==> config.mk <==
export PLATFORM = sky130hd
export DESIGN_NAME = dmem_ctrl
export DESIGN_NICKNAME = d
export VERILOG_FILES = /design/src/rtl/dmem_pkg.sv /design/src/rtl/dmem_wbuf.sv /design/src/rtl/dmem_ctrl.sv
export SDC_FILE = /design/constraint.sdc
export NUM_CORES = 1
export LEC_CHECK = 0
export CAP_MARGIN = 30
export CORE_MARGIN = 8
export CORE_UTILIZATION = 47
export CTS_BUF_LIST = sky130_fd_sc_hd__clkbuf_16
export DETAILED_ROUTE_END_ITERATION = 8
export PLACE_DENSITY_LB_ADDON = 0.1
export SLEW_MARGIN = 40
export SYNTH_ARGS = -nofsm -noshare
export SYNTH_HDL_FRONTEND = slang
export SYNTH_SLANG_ARGS = --single-unit
==> constraint.sdc <==
create_clock -name clk -period 3.4 [get_ports clk]
set_input_delay 0.68 -clock clk [delete_from_list [all_inputs] [get_ports clk]]
set_output_delay 0.68 -clock clk [all_outputs]
set_load 0.05 [all_outputs]
==> src/rtl/dmem_pkg.sv <==
// Shared types and constants for the data-memory controller.
// Bus command encoding matches the core's BUS_NONE / BUS_LOAD / BUS_STORE values.
package dmem_pkg;

   localparam logic [1:0]  BUS_NONE      = 2'h0;
   localparam logic [1:0]  BUS_LOAD      = 2'h1;
   localparam logic [1:0]  BUS_STORE     = 2'h2;

   localparam logic [31:0] DMEM_ERR_DATA = 32'hDEAD_BEEF;

   typedef enum logic [1:0] {
      IDLE,
      REQ,
      WAIT_RSP,
      DONE
   } dmem_state_t;

   typedef struct packed {
      logic [31:0] addr;
      logic [31:0] data;
   } wbuf_entry_t;

endpackage

==> src/rtl/dmem_wbuf.sv <==
// Posted-store FIFO used by dmem_ctrl when DMEM_WBUF_EN is defined.
// Pushes while full and pops while empty are ignored.
module dmem_wbuf
   import dmem_pkg::*;
#(
   parameter int DEPTH = 2
) (
   input  logic        clk,
   input  logic        rst,
   input  logic        push,
   input  wbuf_entry_t push_entry,
   input  logic        pop,
   output logic        full,
   output logic        empty,
   output wbuf_entry_t head
);

   localparam int          PW       = (DEPTH > 1) ? $clog2(DEPTH) : 1;
   localparam logic [PW:0] CNT_FULL = (PW + 1)'(DEPTH);

   wbuf_entry_t   mem [DEPTH];
   logic [PW-1:0] rd_ptr;
   logic [PW-1:0] wr_ptr;
   logic [PW:0]   count;
   logic          do_push;
   logic          do_pop;

   assign full    = (count == CNT_FULL);
   assign empty   = (count == '0);
   assign do_push = push && !full;
   assign do_pop  = pop && !empty;
   assign head    = mem[rd_ptr];

   function automatic logic [PW-1:0] next_ptr(input logic [PW-1:0] p);
      return (p == PW'(DEPTH - 1)) ? '0 : p + 1'b1;
   endfunction

   // NOTE: storage is not reset; the pointers and count alone decide which entries are valid.
   always_ff @(posedge clk) begin
      if (do_push) mem[wr_ptr] <= push_entry;
   end

   // NOTE: sequential state uses <= so every register updates from pre-edge values.
   always_ff @(posedge clk) begin
      if (!rst) begin
         rd_ptr <= '0;
         wr_ptr <= '0;
         count  <= '0;
      end else begin
         if (do_push) wr_ptr <= next_ptr(wr_ptr);
         if (do_pop)  rd_ptr <= next_ptr(rd_ptr);
         case ({do_push, do_pop})
            2'b10:   count <= count + 1'b1;
            2'b01:   count <= count - 1'b1;
            default: count <= count;
         endcase
      end
   end

endmodule

==> src/rtl/dmem_ctrl.sv <==
// Data-memory controller: MEM-stage command to a valid/ready request with timeout abort.
// Defining DMEM_WBUF_EN adds a posted store buffer of WBUF_DEPTH entries.
module dmem_ctrl
   import dmem_pkg::*;
#(
   parameter int TIMEOUT_CYCLES = 255
`ifdef DMEM_WBUF_EN
   ,
   parameter int WBUF_DEPTH     = 2
`endif
) (
   input  logic        clk,
   input  logic        rst,
   input  logic [1:0]  proc2Dmem_command,
   input  logic [31:0] proc2Dmem_addr,
   input  logic [31:0] proc2Dmem_data,
   output logic [31:0] mem2proc_data,
   output logic        dmem_stall,
   output logic        mem_req_valid,
   input  logic        mem_req_ready,
   output logic        mem_req_we,
   output logic [31:0] mem_req_addr,
   output logic [31:0] mem_req_wdata,
   input  logic        mem_rsp_valid,
   input  logic [31:0] mem_rsp_rdata,
   output logic        mem_err
);

   localparam int               CNT_W        = 10;
   localparam logic [CNT_W-1:0] TIMEOUT_LAST = CNT_W'(TIMEOUT_CYCLES - 1);

   dmem_state_t      state_q, state_d;
   logic [CNT_W-1:0] cnt_q, cnt_d;
   logic [31:0]      addr_q, addr_d;
   logic [31:0]      wdata_q, wdata_d;
   logic [31:0]      data_q, data_d;
   logic             we_q, we_d;
   logic             err_q, err_d;
   logic             stall;
   logic             req_valid;
   logic             is_cmd;
   logic             misaligned;

   assign is_cmd     = (proc2Dmem_command != BUS_NONE);
   assign misaligned = (proc2Dmem_addr[1:0] != 2'b00);

`ifdef DMEM_WBUF_EN
   logic        drain_q, drain_d;
   logic        push, pop, wbuf_full, wbuf_empty, is_store;
   wbuf_entry_t in_entry, head;

   assign is_store = (proc2Dmem_command == BUS_STORE);
   assign in_entry = {proc2Dmem_addr, proc2Dmem_data};

   dmem_wbuf #(.DEPTH(WBUF_DEPTH)) u_wbuf (
      .clk        (clk),
      .rst        (rst),
      .push       (push),
      .push_entry (in_entry),
      .pop        (pop),
      .full       (wbuf_full),
      .empty      (wbuf_empty),
      .head       (head)
   );
`endif

   always_comb begin
      // NOTE: every signal gets a default first so no branch can infer a latch.
      state_d   = state_q;
      cnt_d     = '0;
      addr_d    = addr_q;
      wdata_d   = wdata_q;
      we_d      = we_q;
      data_d    = data_q;
      err_d     = err_q;
      stall     = 1'b0;
      req_valid = 1'b0;
`ifdef DMEM_WBUF_EN
      drain_d   = drain_q;
      push      = 1'b0;
      pop       = 1'b0;
`endif
      case (state_q)
         IDLE: begin
`ifdef DMEM_WBUF_EN
            if (is_cmd && misaligned) begin
               stall   = 1'b1;
               we_d    = is_store;
               data_d  = '0;
               err_d   = 1'b1;
               state_d = DONE;
            end else if (is_store && !wbuf_full) begin
               push = 1'b1;
               if (!wbuf_empty) begin
                  {addr_d, wdata_d} = head;
                  we_d    = 1'b1;
                  pop     = 1'b1;
                  drain_d = 1'b1;
                  state_d = REQ;
               end
            end else if (!wbuf_empty) begin
               // Older posted stores go out first so a later load sees their data.
               stall   = is_cmd;
               {addr_d, wdata_d} = head;
               we_d    = 1'b1;
               pop     = 1'b1;
               drain_d = 1'b1;
               state_d = REQ;
            end else if (is_cmd) begin
               stall   = 1'b1;
               addr_d  = proc2Dmem_addr;
               wdata_d = proc2Dmem_data;
               we_d    = is_store;
               data_d  = '0;
               state_d = REQ;
            end
`else
            stall = is_cmd;
            if (is_cmd) begin
               addr_d  = proc2Dmem_addr;
               wdata_d = proc2Dmem_data;
               we_d    = (proc2Dmem_command == BUS_STORE);
               data_d  = '0;
               if (misaligned) begin
                  err_d   = 1'b1;
                  state_d = DONE;
               end else begin
                  state_d = REQ;
               end
            end
`endif
         end
         REQ: begin
            stall     = 1'b1;
            req_valid = 1'b1;
            cnt_d     = cnt_q + 1'b1;
            if (mem_req_ready) begin
               state_d = we_q ? DONE : WAIT_RSP;
            end else if (cnt_q == TIMEOUT_LAST) begin
               data_d  = DMEM_ERR_DATA;
               err_d   = 1'b1;
               state_d = DONE;
            end
         end
         WAIT_RSP: begin
            stall = 1'b1;
            cnt_d = cnt_q + 1'b1;
            if (mem_rsp_valid) begin
               data_d  = mem_rsp_rdata;
               state_d = DONE;
            end else if (cnt_q == TIMEOUT_LAST) begin
               data_d  = DMEM_ERR_DATA;
               err_d   = 1'b1;
               state_d = DONE;
            end
         end
         DONE:    state_d = IDLE;
         default: state_d = IDLE;
      endcase
`ifdef DMEM_WBUF_EN
      // A drain is invisible to the pipeline: it only stalls a waiting command and skips DONE.
      if (drain_q) begin
         if (state_q == REQ) stall = is_cmd;
         if (state_d == DONE) begin
            state_d = IDLE;
            drain_d = 1'b0;
         end
      end
`endif
      if (state_d != REQ && state_d != WAIT_RSP) cnt_d = '0;
   end

   always_ff @(posedge clk) begin
      if (!rst) begin
         state_q <= IDLE;
         cnt_q   <= '0;
         addr_q  <= '0;
         wdata_q <= '0;
         we_q    <= 1'b0;
         data_q  <= '0;
         err_q   <= 1'b0;
`ifdef DMEM_WBUF_EN
         drain_q <= 1'b0;
`endif
      end else begin
         state_q <= state_d;
         cnt_q   <= cnt_d;
         addr_q  <= addr_d;
         wdata_q <= wdata_d;
         we_q    <= we_d;
         data_q  <= data_d;
         err_q   <= err_d;
`ifdef DMEM_WBUF_EN
         drain_q <= drain_d;
`endif
      end
   end

   assign dmem_stall    = stall;
   assign mem_req_valid = req_valid;
   assign mem_req_we    = req_valid & we_q;
   assign mem_req_addr  = req_valid ? addr_q  : '0;
   assign mem_req_wdata = req_valid ? wdata_q : '0;
   assign mem2proc_data = (state_q == DONE) ? data_q : '0;
   assign mem_err       = err_q;

endmodule
== After elaboration in Yosys (flattened, before gate mapping) ==
Index checks and enable logic that the tools add are counted.
Operators by class
  $add $sub $neg: 1
  $mul: 0
  divide/modulo/power cells: 0
  order comparisons: 0
  equality and inequality tests: 11
  shift operators: 0
  mux-type cells: 23
  bitwise operators: 3
  reductions and logical operators: 10
Operators by type and width (number)
  $mux 32: 7
  $pmux 32 s3: 1
  $add 10x1->10 const B: 1
  $eq 10x8->1 const B: 1
  $mux 2: 5
  $ne 2x2->1 const B: 5
  $pmux 2 s4: 1
  $mux 1: 7
  $eq 2x2->1 const B: 3
  $reduce_and 5->1: 1
  $reduce_bool 2->1: 2
  $pmux 1 s3: 1
  $reduce_and 3->1: 1
  $reduce_bool 3->1: 1
  $reduce_or 3->1: 1
  $eq 2x1->1 const B: 1
  $logic_not 2->1: 1
  $ne 2x1->1 const B: 1
  $not 1->1: 2
  $pmux 1 s2: 1
  $reduce_and 2->1: 1
  $reduce_or 2->1: 1
  $and 1x1->1: 1
  $logic_and 1x1->1: 1
Word-level totals
  register bits after elaboration: 110
  bits in latches: 0
  memory bits (writable): 0
  bits in read-only memories: 0
  output and inout port bits: 100
  memories kept: 0

== Longest topological paths before layout ==
Gate-level depths: netlist (run 1).
  depth in word-level cells: 7
  mapped depth: 8
  depth with buffers taken out: 7

== Worst setup path before layout (run 1) ==
No wires, ideal clock.
  path type: register to output
  start point: register state_q[1]
  end point: output mem_req_addr[10]
  data arrival time: 1.926 ns
  slack: 0.794 ns
  cell stages (with the launch flop): 6
  path buffers: 2
  cell sequence: dfxtp_1 -> inv_1 -> ha_1 -> clkbuf_1 -> clkbuf_1 -> and2_1
On the way
  word-level cells in the longest chain between the ends: 3
RTL lines
  from (decl): line dmem_ctrl.sv:32  | dmem_state_t state_q, state_d;
  from (signal assigned): line dmem_ctrl.sv:186  | state_q <= state_d;
  $eq 2x1->1: line dmem_ctrl.sv:83  | case (state_q)
  $mux 1: line dmem_ctrl.sv:83
  named net mem_req_valid: line dmem_ctrl.sv:19  | output logic mem_req_valid,
  $mux 32: line dmem_ctrl.sv:202  | assign mem_req_addr = req_valid ? addr_q : '0;
  to (decl): line dmem_ctrl.sv:22  | output logic [31:0] mem_req_addr,
The timed path passes the listed nets, and every way through them passes these cells.

== Worst setup path after layout (run 1) ==
  start point: register state_q[1]
  end point: output mem_req_addr[10]
On the way
  word-level cells in the longest chain between the ends: 3
RTL lines (line)
  $eq 2x1->1: dmem_ctrl.sv:83
  $mux 1: dmem_ctrl.sv:83
  $mux 32: dmem_ctrl.sv:202
Every way passes these cells.

==> impl_metrics.toml, run 1 <==
[final_layout]
diodes = 0
layout_common_cells = "199 x clkdlybuf4s50_1, 137 x nand2_1, 110 x dfxtp_1"
drive_above_1_share = 0.0482
final_common_cell = "clkdlybuf4s50_1"
nets = 874
fin_area_mm2 = 0.00735
syn_to_final_growth_pct = 49.7

[global_routing]
grt_pass1_vias = 4630
antenna_found_initial = 1
grt_util_all_layers = 0.202
grt_remaining_overflow = 0
grt_pass1_wl_um = 23300
grt_max_degree = 67

[placed_design]
port_buffers = 201
dpl_cell_area_mm2 = 0.00704
hpwl_um = 10700
dp_slack_ns = 0.468
gp_congestion = 0.796

[routing]
viasPerCell = 5.03
routed_wirelength_um = 14300
first_pass_iters = 4
via_count = 4545
drc_errors = 0
final_antenna_net_count = 0
wl_per_cell_um = 15.9
first_iter_violations = 308

[synthesis]
postSynthCellCount = 583
synth_seq_area_share = 0.449
synthArstFlopShare = 0
synthFlopType = "dfxtp_1"
yosys_warnings = 0
avgSynthCellArea_um2 = 8.42
syn-num-nets = 692
ys_types = 40
synth_edf_count = 0
ys_seq_elements = 110
synth_area_mm2 = 0.00491

[clock_tree]
htree_levels = 3
cts_made_buffers = 9
clockRootBuffer = "clkbuf_16"
hold_buffers = 0
insertion_delay_ns = 0.33
cts.reportedPaths.clkPinSlew_ns = 0.07
postCtsSetupBuffers = 0
clock_sinks = 110
clockBufferDepth = 2
cts_tree = "built"
cts-resized-gates = 0

[setup_path]
path_class = "reg -> out"
cp_slowest_cell = "clkdlybuf4s50_1"
crit_chain = "inv_1, ha_4, buf_4, and2_1, clkdlybuf4s50_1"
cp_max_fo = 31
critPathBufInv = 3
cp_top_family = "buffers and inverters"
end_kind = "output pin"
cp_data_required_time_ns = 2.72
start_kind = "register"
max_stage_delay_ns = 0.83
crit_arrival_ns = 2.44

[sta]
period_minus_slack_ns = 3.12
whs_ns = 0.460
max_slew_margin = 0.514
rsz0062_at_grt = "no"
skew_ns = 0.00971
worst_slack_ns = 0.279
fin_tns_setup_ns = 0
hold_viol_final = 0
fin_crit_sh = 0.918
setup_viol = 0
tightest_slew_ns = 0.725
slew_violations = 0
clock.fmax_mhz = 320

[pwr]
peakVddDrop_uv = 370
p_leak_nw = 2.73
powerDensity_mw_per_mm2 = 599
p_total_mw = 4.40

[worst_hold_path]
hold_path.class = "reg -> reg"

[floorplanning]
core_area_mm2 = 0.0102
rows = 37
die_h_um = 118
dieArea_mm2 = 0.0140
die_w_um = 118
start_util = 0.480
ios = 202

[run_status]
status = "finished clean"

[run]
cap_violations = 0
-- worst reg2reg max path, delay by kind of cell (launching register included) --
kind | cells | cell delay, ns
AO/OA/AOI/OAI | 4 | 0.86
AND/OR/NAND/NOR | 1 | 0.63
flip-flops | 1 | 0.46
adder cells (fa/ha/maj) | 1 | 0.37
buffers and inverters | 1 | 0.13
-- sequential cells by signal, summed over array words and instances (netlist names) --
name / count
mem_err: 1
cnt_q: 10
wdata_q: 32
state_q: 2
data_q: 32
addr_q: 32
we_q: 1
-- synth_stat cells (2+ instances only) --
cell type    n  share of area
and2_1      99           0.13
o21a_1       2         0.0031
nor2_1      32          0.024
xnor2_1      2         0.0036
nand3_1      5         0.0051
o2bb2ai_1   22          0.039
nand4_1      2         0.0025
ha_1         7          0.018
nand2_1    137           0.10
a31oi_1      2         0.0025
dfxtp_1    110           0.45
xor2_1       6          0.011
a221oi_1     2         0.0036
a21oi_1      3         0.0031
a211oi_1    10          0.015
inv_1        6         0.0046
a22o_1       8          0.014
clkbuf_1    33          0.025
and4_4       2         0.0046
nor3_1       3         0.0031
nor2b_1      2         0.0025
o22ai_1      2         0.0025
a21boi_0    64          0.098
o21ai_0      3         0.0031
buf_1        4         0.0031
-- stage by stage --
stage               cells   util
floorplan             583      -
global placement      890  0.688
detailed placement    890  0.688
CTS                   903  0.717
global route          903  0.718
finish                903  0.718
-- area by class of cell --
| class | count | area (um^2) |
|---|---|---|
| Fill cell | 811 | 2880 |
| Multi-Input combinational cell | 426 | 2540 |
| Sequential cell | 110 | 2200 |
| Timing Repair Buffer | 212 | 2110 |
| Clock buffer | 9 | 225 |
| Tap cell | 136 | 170 |
| Clock inverter | 4 | 75.1 |
| Inverter | 6 | 22.5 |
-- logic make-up (layout without fill, tap and decap cells) --
| family | after synthesis | after routing | synth area share |
|---|---|---|---|
| AOI/OAI and AO/OA | 121 | 121 | 0.190 |
| xor gates and xnor gates | 8 | 8 | 0.0143 |
| adders and majority gates | 7 | 7 | 0.0178 |
| buffers and inverters | 47 | 231 | 0.0405 |
| DFF | 110 | 110 | 0.449 |
| and+or+nand+nor | 290 | 290 | 0.289 |
-- power breakdown --
part | leakage (nW) | internal, mW | total, mW | switching (mW)
clock network | 0.139 | 0.633 | 1.07 | 0.434
registers | 0.899 | 1.52 | 1.65 | 0.124
logic | 1.69 | 0.609 | 1.69 | 1.08
total | 2.73 | 2.77 | 4.40 | 1.64
-- layer usage --
layer	vias to the layer above	GRT usage	part of all wire
li1	2283	-	-
met1	2099	0.229	0.42
met2	139	0.340	0.48
met3	22	0.0685	0.076
met4	2	0.0825	0.024
met5	-	0	0.00056
-- worst paths after layout --
kind	startpoint	endpoint	slack, ns	depth (start not counted)
worst max register to register	state_q[0]	cnt_q[2]	0.86	7
worst min register to register	addr_q[19]	addr_q[19]	0.46	2
worst min-delay path	addr_q[19]	addr_q[19]	0.46	2
worst max-delay path	state_q[1]	mem_req_addr[10]	0.28	5
(Power assumes the default switching activity.)
==> inputs of run 2 (changes only) <==
--- a/config.mk
+++ b/config.mk
@@ -7,8 +7,8 @@
 export LEC_CHECK = 0
 export CAP_MARGIN = 30
 export CORE_MARGIN = 8
-export CORE_UTILIZATION = 47
-export CTS_BUF_LIST = sky130_fd_sc_hd__clkbuf_16
+export CORE_UTILIZATION = 48
+export CTS_BUF_LIST = sky130_fd_sc_hd__clkbuf_8
 export DETAILED_ROUTE_END_ITERATION = 8
 export PLACE_DENSITY_LB_ADDON = 0.1
 export SLEW_MARGIN = 40
==> impl_metrics.toml, run 2 (synthesis gave the netlist of run 1 again) <==
[global_routing]
grt_remaining_overflow = 0
grt_util_all_layers = 0.202
grt_pass1_vias = 4463
antenna_found_initial = 0
grt_pass1_wl_um = 21900
grt_max_degree = 65

[final_layout]
diodes = 0
syn_to_final_growth_pct = 47.7
layout_common_cells = "196 x clkdlybuf4s50_1, 137 x nand2_1, 110 x dfxtp_1"
final_core_util = 0.715
final_common_cell = "clkdlybuf4s50_1"
drive_above_1_share = 0.0534
layoutNonFillerInstCount = 904
nets = 875
fin_area_mm2 = 0.00725
fill_cells = 796
largestRegisters = "addr_q (32), data_q (32), wdata_q (32)"

[routing]
first_iter_violations = 269
viasPerCell = 5.05
final_antenna_net_count = 0
wl_per_cell_um = 15.7
routed_wirelength_um = 14200
via_count = 4566
first_pass_iters = 5
drc_errors = 0

[sta]
whs_ns = 0.460
setup_viol = 0
slew_violations = 0
hold_viol_final = 0
fin_tns_setup_ns = 0
period_minus_slack_ns = 3.21
tightest_slew_ns = 0.681
rsz0062_at_grt = "no"
fin_crit_sh = 0.945
clock.fmax_mhz = 311
skew_ns = 0.0101
max_slew_margin = 0.543

[pwr]
peakVddDrop_uv = 400
swShare = 0.389
clock_power_share = 0.196
p_switching_mw = 1.62
power.internal_mw = 2.54
powerDensity_mw_per_mm2 = 573
p_leak_nw = 2.70
pwr-share-seq = 0.395
combPwrFrac = 0.409

[clock_tree]
cts_tree = "built"
cts-resized-gates = 0
htree_levels = 3
insertion_delay_ns = 0.36
clockRootBuffer = "clkbuf_8"
hold_buffers = 0
cts_made_buffers = 9
clockBufferDepth = 2
clock_sinks = 110
postCtsSetupBuffers = 0
cts.reportedPaths.clkPinSlew_ns = 0.10

[placed_design]
hpwl_um = 10600
dpl_cell_area_mm2 = 0.00705
gp_congestion = 0.828
port_buffers = 201
post-place-cells = 891

[setup_path]
cp_max_fo = 27
ff2ff_path_depth = 7
end_kind = "output pin"
path_class = "reg -> out"
crit_arrival_ns = 2.53
start_kind = "register"
cp_data_required_time_ns = 2.72

[floorplanning]
core_area_mm2 = 0.0101
start_util = 0.484
dieArea_mm2 = 0.0137
die_w_um = 117
ios = 202
rows = 37
die_h_um = 117

[worst_hold_path]
min_path_cells = 2
hold_path.class = "reg -> reg"

[run_status]
status = "finished clean"

[run]
cap_violations = 0
run 2: per-stage QoR:
step                power [mW]  setup slack (ns)
floorplan                 2.78             0.794
global placement          3.33             0.572
detailed placement        3.37             0.546
CTS                       4.19             0.147
global route              4.42            0.0560
finish                    4.16             0.186
run 2: power groups by stage:
stage / logic [mW] / registers (mW) / clock network, mW
2_1_floorplan: 1.14 / 1.65 / 0
3_3_place_gp: 1.67 / 1.66 / 0
3_5_place_dp: 1.70 / 1.67 / 0
4_1_cts: 1.71 / 1.64 / 0.839
5_1_grt: 1.86 / 1.67 / 0.886
6_report: 1.70 / 1.64 / 0.816
run 2: per-layer routing:
layer,up-vias,track usage,part of all wire
li1,2288,-,-
met1,2097,0.232,0.41
met2,163,0.341,0.47
met3,18,0.0698,0.10
met4,0,0.0751,0.019
met5,-,0,0
run 2: final cells by class:
type	instances	area [um^2]	area share
clock buffers	9	124	0.0171
clock inverters	4	75.1	0.0104
inverters	6	22.5	0.00311
multi-input cells	426	2530	0.349
flip-flops and latches	110	2200	0.304
well taps	136	170	0.0235
repair buffers	213	2120	0.293
run 2: worst max-delay path: stages (launching register included):
cell and delay, ns:
dfxtp_1 0.37, inv_1 0.14, ha_2 0.48, buf_12 0.22, and2_1 0.15, clkdlybuf4s50_1 0.82
run 2: final timing paths:
check             start               end  slack [ns]
max          state_q[1]  mem_req_addr[29]        0.19
min          addr_q[21]        addr_q[21]        0.46
min reg2reg  addr_q[21]        addr_q[21]        0.46
max reg2reg  state_q[0]          cnt_q[4]        0.98
==> inputs of run 3 (changes only) <==
--- a/config.mk
+++ b/config.mk
@@ -11,7 +11,7 @@
 export CTS_BUF_LIST = sky130_fd_sc_hd__clkbuf_8
 export DETAILED_ROUTE_END_ITERATION = 8
 export PLACE_DENSITY_LB_ADDON = 0.1
-export SLEW_MARGIN = 40
+export SLEW_MARGIN = 30
 export SYNTH_ARGS = -nofsm -noshare
 export SYNTH_HDL_FRONTEND = slang
 export SYNTH_SLANG_ARGS = --single-unit
==> results of run 3 <==
Same layout as run 2: the final DEF is identical, and so are final timing and power.
